===== src/rtl/bin_to_bcd_seq.sv =====
// Sequential shift-add-3 binary-to-BCD converter, one bit per clock, start/done handshake.
// Optional build macro BLANK_LEADING_EN replaces leading zero digits (dig1..dig3) with 4'hF.
module bin_to_bcd_seq #(
  parameter int BIN_W = 14
) (
  input  logic             clk,
  input  logic             clr,
  input  logic             start,
  input  logic [BIN_W-1:0] bin_in,
  output logic             busy,
  output logic             done,
  output logic [3:0]       dig1,
  output logic [3:0]       dig2,
  output logic [3:0]       dig3,
  output logic [3:0]       dig4,
  output logic             ovf
);

  localparam int CW = $clog2(BIN_W + 1);

  typedef enum logic {IDLE = 1'b0, SHIFT = 1'b1} state_t;

  state_t           state, state_nx;
  logic [BIN_W-1:0] bin_reg, bin_nx;
  logic [15:0]      scratch, scratch_adj, scratch_nx, final_dig;
  logic [CW-1:0]    cnt;
  logic             ovf_pending;
  logic             last;
  logic             in_ovf;

  assign last   = (cnt == CW'(1));
  assign in_ovf = ({{(32-BIN_W){1'b0}}, bin_in} > 32'd9999);

  always_ff @(posedge clk) begin
    if (!clr) state <= IDLE;
    else      state <= state_nx;
  end

  always_comb begin
    state_nx = state;
    case (state)
      IDLE:    if (start) state_nx = SHIFT;
      SHIFT:   if (last)  state_nx = IDLE;
      default: state_nx = IDLE;
    endcase
  end

  always_comb begin
    busy = (state == SHIFT);
  end

  always_comb begin
    scratch_adj = scratch;
    for (int i = 0; i < 4; i++) begin
      if (scratch[4*i +: 4] >= 4'd5) scratch_adj[4*i +: 4] = scratch[4*i +: 4] + 4'd3;
    end
    scratch_nx = {scratch_adj[14:0], bin_reg[BIN_W-1]};
    bin_nx     = {bin_reg[BIN_W-2:0], 1'b0};
  end

  // Digits presented at completion: saturated on overflow, optionally leading-blanked.
  always_comb begin
    final_dig = ovf_pending ? 16'h9999 : scratch_nx;
`ifdef BLANK_LEADING_EN
    if (!ovf_pending && final_dig[15:12] == 4'd0) begin
      final_dig[15:12] = 4'hF;
      if (final_dig[11:8] == 4'd0) begin
        final_dig[11:8] = 4'hF;
        if (final_dig[7:4] == 4'd0) final_dig[7:4] = 4'hF;
      end
    end
`endif
  end

  always_ff @(posedge clk) begin
    if (!clr) begin
      bin_reg     <= '0;
      scratch     <= '0;
      cnt         <= '0;
      ovf_pending <= 1'b0;
      done        <= 1'b0;
      ovf         <= 1'b0;
      dig1        <= '0;
      dig2        <= '0;
      dig3        <= '0;
      dig4        <= '0;
    end else begin
      done <= 1'b0;
      case (state)
        IDLE: begin
          if (start) begin
            bin_reg     <= bin_in;
            scratch     <= '0;
            cnt         <= CW'(BIN_W);
            ovf_pending <= in_ovf;
          end
        end
        SHIFT: begin
          bin_reg <= bin_nx;
          scratch <= scratch_nx;
          cnt     <= cnt - CW'(1);
          if (last) begin
            done <= 1'b1;
            ovf  <= ovf_pending;
            dig1 <= final_dig[15:12];
            dig2 <= final_dig[11:8];
            dig3 <= final_dig[7:4];
            dig4 <= final_dig[3:0];
          end
        end
        default: ;
      endcase
    end
  end

endmodule


===== config.mk =====
export PLATFORM = sky130hd
export DESIGN_NAME = bin_to_bcd_seq
export DESIGN_NICKNAME = d
export VERILOG_FILES = /design/src/rtl/bin_to_bcd_seq.sv
export SDC_FILE = /design/constraint.sdc
export NUM_CORES = 1
export LEC_CHECK = 0
export BUFFER_PORTS_ARGS = -buffer_cell sky130_fd_sc_hd__buf_4
export CAP_MARGIN = 20
export CELL_PAD_IN_SITES_DETAIL_PLACEMENT = 1
export CELL_PAD_IN_SITES_GLOBAL_PLACEMENT = 1
export CORE_ASPECT_RATIO = 1.4
export CORE_UTILIZATION = 33
export DETAILED_ROUTE_END_ITERATION = 8
export PLACE_DENSITY = 0.67
export SYNTH_ARGS = -nofsm -noshare
export SYNTH_HDL_FRONTEND = slang
export SYNTH_SLANG_ARGS = --single-unit

===== constraint.sdc =====
create_clock -name clk -period 2.8 [get_ports clk]
set_input_delay 0.28 -clock clk [delete_from_list [all_inputs] [get_ports clk]]
set_output_delay 0.28 -clock clk [all_outputs]
set_load 0.05 [all_outputs]

==> impl_results.md, run 1 <==
- CP cell instances: nand3_4 -> nor3_4 -> a32o_1
- Clock Tree Buf Depth: 2
- Peak supply drop: between 0.15 and 0.2 mV
- Largest net degree at the start of global routing: 37
- Slowest cell on crit path: dfxtp_2
- Status: finished, final reports clean
- Post-Syn Instances: between 200 and 300
- Fin area: roughly 2900 um2
- Yosys top cell by area: dfxtp_1
- CTS Buf Count: 5
- Max Cap Viol: 0
- Die Ht: between 100 and 150 um
- Nets@finish: approximately 330
- Met1 usage: 0.176
- Netlist cell types: 38
- Final setup fails: 0
- Core area: roughly 7400 um2
- Chip width: about 76 um
- Final Critical Period: 1.64 ns
- Clock Root Buffer: clkbuf_8
- Grt peak-use layer: met2
- GRT overflow: 0
- Critical path buffer and inverter count: 0
- Max stage delay on crit path: 0.73 ns
- Setup crit end kind: flop
- M3 GR Usage: 0.0407
- Worst-Margin Slew: ~0.84 ns
- Hold Buf Count CTS: 0
- Period utilization: 0.586
- Register Area: between 1000 and 1500 um2
- Lkg Pwr: approximately 0.0012 uW
- TritonCTS clock tree: done
- Commonest cells post-synth: dfxtp_1, nor2_1, a21oi_1
- Layout area overhead: 14.2%
- Startpoint class of the critical path: flop
- Min-delay worst type: input port to flop
- Most numerous cell in the Yosys netlist: dfxtp_1
- Multi-input gate area: approximately 1300 um2
- Worst Hold Depth: 3
- DR WL/cell: around 15 um
- F_max: between 600 and 700 MHz
- Worst Slack Setup Final: 1.16 ns
- Hold Crit Start: bin_in[0]
- Post-route DRC: 0
- Hold endpoint: bin_reg[0]$_SDFFE_PN0P_
- Final Skew: about 0.0051 ns
- IO buf count: 35
- Clk_lat worst skew: approximately 0.31 ns
- Via count of the first global-routing pass: ~2200
- # diodes: 0
- Initial antenna violation count: 0
- Synthesized Nets: 299
- Async set-or-reset flop fraction in the synthesized netlist: 0
- R2r setup slk: approximately 1.2 ns
- RSZ-0062 raised after global routing: false
- Yosys reg bits: 54
- Fraction of layout instances using a drive strength above 1: 0.198
- Post-CTS setup buffer count: 0
- CTS Sinks: 54
- Slew headroom: 0.440
- Clk slew on worst S/H paths: 0.10 ns
- Post-DP HPWL: approximately 4300 um
- Initial Utilization: 0.343
- Htree depth: 2
- Register area share after synthesis: 0.425
- Setup CP Type: flop to flop
- Worst EP arrival: ~1.9 ns
- Post-synth EDFFs: 0
- Slew Limit Fails: 0
- Top cell type's share of synthesized area: 0.425
- Fill cells: 883
- Mapped cell area: roughly 2500 um2
- Met2 usage: 0.296
- CP delay by family, top: flip-flops
- Setup tns final: 0 ns
- Yosys warnings: 0
- Crit path required time: ~3.1 ns
- Cell row count: 37
- Starting DRT DRC Count: 60
- Total GRT Usage: 0.159
- Post-CTS sizing: 0
- GPL Wtd Cong: 0.747
- DP Worst Slack: 1.09 ns
- Drt total wl: 5960 um
- Max FO, Critical Path: 27
- R2r endpoint: dig3[2]$_SDFFE_PN0P_
- Main synth FF type: dfxtp_1
- Worst R2R Path Depth: 3
- First-pass GRT wire length: 10200 um
- Full die area: approximately 8000 um2
- Antenna Nets Post-Route: 0
- DR pass1 iterations: 4
- Via count: 2042
- PwrDens: between 400 and 500 nW/um2
- Number of vias per cell: 5.17
- Syn avg cell area: just over 9 um2
- Startpoint of the worst-slack reg-to-reg timing path: busy$_SDFF_PN0_
- I/O Pins: 36
- Max reg flops: 16
- Placed Area: between 2000 and 3000 um2
- Synth top area cells: dfxtp_1, mux2i_1, a21oi_1
- Final Hold Fails: 0
-- how the worst max path moves through the flow --
| stage | endpoint | cells after the start | start | slack (ns) |
|---|---|---|---|---|
| final | dig3[2]$_SDFFE_PN0P_ | 3 | busy$_SDFF_PN0_ | 1.16 |
| after floorplan | bin_reg[10]$_SDFFE_PN0P_ | 5 | busy$_SDFF_PN0_ | 1.32 |
| after global placement | dig2[2]$_SDFFE_PN0P_ | 4 | clr | 1.11 |
| after global routing | dig1[3]$_SDFFE_PN0P_ | 3 | busy$_SDFF_PN0_ | 1.06 |
| after CTS | dig3[3]$_SDFFE_PN0P_ | 3 | busy$_SDFF_PN0_ | 1.13 |
| after detailed placement | dig3[2]$_SDFFE_PN0P_ | 4 | clr | 1.09 |
-- cells in the final DEF, fill, tap and decap left out, types with 5 or more instances in the layout --
| cell type | count |
|---|---|
| dfxtp_1 | 53 |
| buf_4 | 35 |
| nor2_1 | 33 |
| a21oi_1 | 29 |
| mux2i_1 | 22 |
| inv_1 | 13 |
| nor3b_1 | 11 |
| nand2_1 | 10 |
| ha_1 | 10 |
| nor3_1 | 9 |
| o21ai_1 | 7 |
| a32o_1 | 7 |
| a21oi_2 | 5 |
| clkbuf_8 | 5 |
-- where the power goes --
| part | switching [uW] | internal [uW] |
|---|---|---|
| Combinational | 91.8 | 61.7 |
| Sequential | 27.5 | 792 |
| Clock | 253 | 169 |
-- cells by family (layout without fill, tap and decap cells) --
family,Yosys count,count (layout),share of synthesized area
buffers and inverters,31,57,0.0703
muxes,23,23,0.0910
xor gates and xnor gates,4,4,0.0138
and+or+nand+nor,80,80,0.164
AOI/OAI and AO/OA,70,70,0.186
adders and majority gates,10,10,0.0492
DFF,54,54,0.425
-- final cells by class --
type | instances | area share
Multi-Input combinational cell | 187 | 0.442
Sequential cell | 54 | 0.373
Timing Repair Buffer | 36 | 0.0974
Tap cell | 97 | 0.0418
Clock buffer | 5 | 0.0237
Inverter | 14 | 0.0190
Clock inverter | 2 | 0.00345
-- through the flow --
step | utilization | instances | total power [uW] | hold WS (ns)
2_1_floorplan | - | 272 | 948 | 0.427
3_3_place_gp | 0.381 | 388 | 988 | 0.469
3_5_place_dp | 0.381 | 388 | 993 | 0.486
4_1_cts | 0.392 | 395 | 1420 | 0.210
5_1_grt | 0.392 | 395 | 1470 | 0.233
6_report | 0.392 | 395 | 1390 | 0.221
-- worst min-delay path, stage by stage --
cell     delay [ns]
buf_4          0.08
mux2i_1        0.06
nor2_1         0.08
-- per-layer routing --
metal | up-vias | routed length (um)
met2 | 36 | 3160
li1 | 1006 | -
met5 | - | 0
met3 | 6 | 207
met4 | 0 | 48
met1 | 994 | 2550
No activity file was read; power rests on OpenSTA's default activity.
==> run 2, diff against run 1 <==
--- a/config.mk
+++ b/config.mk
@@ -5,6 +5,7 @@
 export SDC_FILE = /design/constraint.sdc
 export NUM_CORES = 1
 export LEC_CHECK = 0
+export ABC_AREA = 1
 export BUFFER_PORTS_ARGS = -buffer_cell sky130_fd_sc_hd__buf_4
 export CAP_MARGIN = 20
 export CELL_PAD_IN_SITES_DETAIL_PLACEMENT = 1
@@ -12,7 +13,7 @@
 export CORE_ASPECT_RATIO = 1.4
 export CORE_UTILIZATION = 33
 export DETAILED_ROUTE_END_ITERATION = 8
-export PLACE_DENSITY = 0.67
+export PLACE_DENSITY = 0.73
 export SYNTH_ARGS = -nofsm -noshare
 export SYNTH_HDL_FRONTEND = slang
 export SYNTH_SLANG_ARGS = --single-unit
==> constraint.sdc (replaced) <==
create_clock -name clk -period 1.4 [get_ports clk]
set_input_delay 0.14 -clock clk [delete_from_list [all_inputs] [get_ports clk]]
set_output_delay 0.14 -clock clk [all_outputs]
set_load 0.05 [all_outputs]
==> run 2 against run 1 <==
First-iteration DRC count is 52% higher. Combinational power up 130%. Critical endpoint is now busy. Sequential power grew 98%. Worst setup slack worse by 1.1 ns. Largest cell class unchanged. Critical path depth shrank 1. Flip-flop and latch count is the same. Utilization grew 3.3 points. Hold slack got worse by 0.15 ns. Clock skew increased by 0.00078 ns. Synthesized area increased by 0.84%. Via count rose by 21%.
==> impl_results.md, run 2 <==
- Top cell type's share of synthesized area: 0.421 (-0.00352)
- Final setup fails: 0 (unchanged)
- Clk_lat worst skew: 0.32 ns (about the same)
- Post-CTS setup buffer count: 0 (unchanged)
- GPL Wtd Cong: 0.794 (+6.3%)
- I/O Pins: 36 (unchanged)
- Syn avg cell area: 6.99 um2 (-25%)
- Highest routed layer: met4
- Largest net degree at the start of global routing: 22 (-41%)
- Async set-or-reset flop fraction in the synthesized netlist: 0 (unchanged)
- Setup CP Type: flop to output pin
- Die Ht: 106 um (+0.41%)
- Cell row count: 37 (unchanged)
- Max stage delay on crit path: 0.46 ns (-0.27 ns)
- Fraction of layout instances using a drive strength above 1: 0.204 (+0.00639)
- Initial antenna violation count: 0 (unchanged)
- Number of vias per cell: 4.86 (-5.9%)
- Worst setup path endpoint: busy
- Min-delay worst type: input port to flop
- DR WL/cell: 13.0 um (-14%)
- F_max: ~750 MHz
- IO buf count: 35 (unchanged)
- Clock Tree Buf Depth: 2 (unchanged)
- Clk slew on worst S/H paths: 0.10 ns (about the same)
- Clock Root Buffer: clkbuf_8
- Yosys top cell by area: dfxtp_1
- Register area share after synthesis: 0.421 (-0.00352)
- Commonest cells post-synth: nand2_1, dfxtp_1, inv_1
- Lkg Pwr: 0.00148 uW (+26%)
- Peak supply drop: 0.374 mV (+120%)
- Post-DP HPWL: 5060 um (+17%)
- Hold Buf Count CTS: 0 (unchanged)
- Antenna Nets Post-Route: 0 (unchanged)
- Crit path launch: busy$_SDFF_PN0_
- Commonest non-fill, non-tap cells in the layout: nand2_1, dfxtp_1, buf_4
- Slowest cell on crit path: dfxtp_4
- Via count: 2470 (+21%)
- Mapped cell area: 2560 um2 (+0.84%)
- PwrDens: 1030 nW/um2 (+110%)
- Commonest non-fill, non-tap cell in the layout: nand2_1
- Final Hold Fails: 0 (unchanged)
- Cell repeated most along the worst path: buf_4
- DR pass1 iterations: 4 (unchanged)
- CP delay by family, top: flip-flops
- Max FO, Critical Path: 10 (-63%)
- Status: finished, final reports clean
- GRT overflow: 0 (unchanged)
- Max Cap Viol: 0 (unchanged)
- # diodes: 0 (unchanged)
- Met2 routed wirelength: 3480 um (+10%)
- Core area: 7450 um2 (+0.63%)
- Netlist cell types: 22 (-42%)
- Critical path buffer and inverter count: 2 (+2)
- Synth top area cells: dfxtp_1, nand2_1, inv_1
- Worst-Margin Slew: 0.257 ns (-0.582 ns)
- Hold_ws: 0.0724 ns (-0.148 ns)
- Fill cells: 959 (+8.6%)
- Clock power share: 0.393 (+0.091)
- Full die area: 8130 um2 (+0.82%)
- P_int: 2480 uW (+140%)
- Layout area overhead: 23.6%
- Setup crit end kind: output pin
- R2r endpoint: dig3[1]$_SDFFE_PN0P_
- Most numerous cell in the Yosys netlist: nand2_1
- Max reg flops: 16 (unchanged)
- Period utilization: 0.946
- Htree depth: 2 (unchanged)
- Switch share: 0.238 (-0.0289)
- Crit path required time: 1.26 ns (-1.79 ns)
- Routed length on met3: 209 um (+0.97%)
- Tot Pwr: 3260 uW (+130%)
- Worst R2R Path Depth: 7 (+4)
- Drt total wl: 6600 um (+11%)
- Post-Syn Instances: 367 (+35%)
- Yosys reg bits: 54 (unchanged)
- Met1 WL: 2800 um (+9.6%)
- Synthesized Nets: 394 (+32%)
- Startpoint of the worst-slack reg-to-reg timing path: scratch[4]$_SDFFE_PN0P_
- Via count of the first global-routing pass: 2534 (+18%)
- Worst EP arrival: 1.18 ns (-0.71 ns)
- CP Depth: 2 (-1)
- Final Skew: 0.00593 ns (+0.000776 ns)
- Setup tns final: 0 ns (unchanged)
- Startpoint class of the critical path: flop
- Initial Utilization: 0.344 (+0.000721)
- Sequential Power Share: 0.499 (-0.089)
- TritonCTS clock tree: done
- Nets@finish: 437 (+34%)
- First-pass GRT wire length: 11400 um (+11%)
- Post-synth EDFFs: 0 (unchanged)
- Sw Pwr: 775 uW (+110%)
- Starting DRT DRC Count: 91 (+52%)
- Final Critical Period: ~1.3 ns
- Slew headroom: 0.827 (+0.387)
- Yosys warnings: 0 (unchanged)
- Total GRT Usage: 0.176 (+0.0167)
- Chip width: 76.5 um (+0.41%)
- CTS Buf Count: 5 (unchanged)
- Combinational power share: 0.108 (-0.002)
- Post-route DRC: 0 (unchanged)
- CP cell instances: buf_4 -> buf_4
- Main synth FF type: dfxtp_1
- CTS Sinks: 54 (unchanged)
- R2r setup slk: 0.13 ns (-1.03 ns)
- Slew Limit Fails: 0 (unchanged)
==> run 2: worst min path at each step <==
stage / start / end / cells after the start
after global routing: bin_in[0] / bin_reg[0]$_SDFFE_PN0P_ / 3
after floorplan: clr / cnt[0]$_SDFFE_PN0P_ / 2
after global placement: bin_in[0] / bin_reg[0]$_SDFFE_PN0P_ / 3
after detailed placement: bin_in[0] / bin_reg[0]$_SDFFE_PN0P_ / 3
after CTS: bin_in[0] / bin_reg[0]$_SDFFE_PN0P_ / 3
final: bin_in[0] / bin_reg[0]$_SDFFE_PN0P_ / 3
==> run 2: cell type report <==
class / count / area [um2] / share of cell area
Clock inverter: 2 / 60.1 / 0.0189
Clock buffer: 6 / 82.6 / 0.0261
Sequential cell: 54 / 1090 / 0.343
Tap cell: 97 / 121 / 0.0383
Timing Repair Buffer: 49 / 368 / 0.116
Inverter: 48 / 183 / 0.0576
Multi-Input combinational cell: 252 / 1270 / 0.400
==> run 2: power groups by stage <==
stage / clock network, uW / registers [uW] / logic, uW
global placement: 0 / 1660 / 346
global route: 1380 / 1630 / 395
finish: 1280 / 1620 / 353
detailed placement: 0 / 1660 / 356
floorplan: 0 / 1680 / 202
CTS: 1330 / 1630 / 358
==> run 2: kinds of logic after synthesis <==
group | share of synthesized area
and+or+nand+nor | 0.306
buffers and inverters | 0.0995
AOI/OAI and AO/OA | 0.124
DFF | 0.421
adders and majority gates | 0.0488
==> run 2: what timing repair did <==
item	CTS	global route
gates resized for setup	2	18
endpoints found under the hold margin	0	0
setup endpoints to repair	3	25
==> run 2: metrics by stage <==
stage	cell area, um2	std cells	setup WS (ns)	util
after floorplan	2570	367	0.0980	-
final	3170	508	0.0751	0.425
after CTS	3130	508	0.00806	0.420
after global routing	3170	508	-0.0101	0.425
after global placement	2980	500	0.0949	0.400
after detailed placement	2980	500	0.0160	0.400
==> run 2: metal layers <==
metal	up-vias	GRT usage
li1	1254	-
met1	1169	0.186
met2	38	0.337
met3	9	0.0318
met4	0	0.0701
met5	-	0
==> run 2: worst min-delay path: cells and delay by family <==
family,cells,cell delay [ns]
compound gates,1,0.05
buf+inv,1,0.11
simple gates,1,0.05
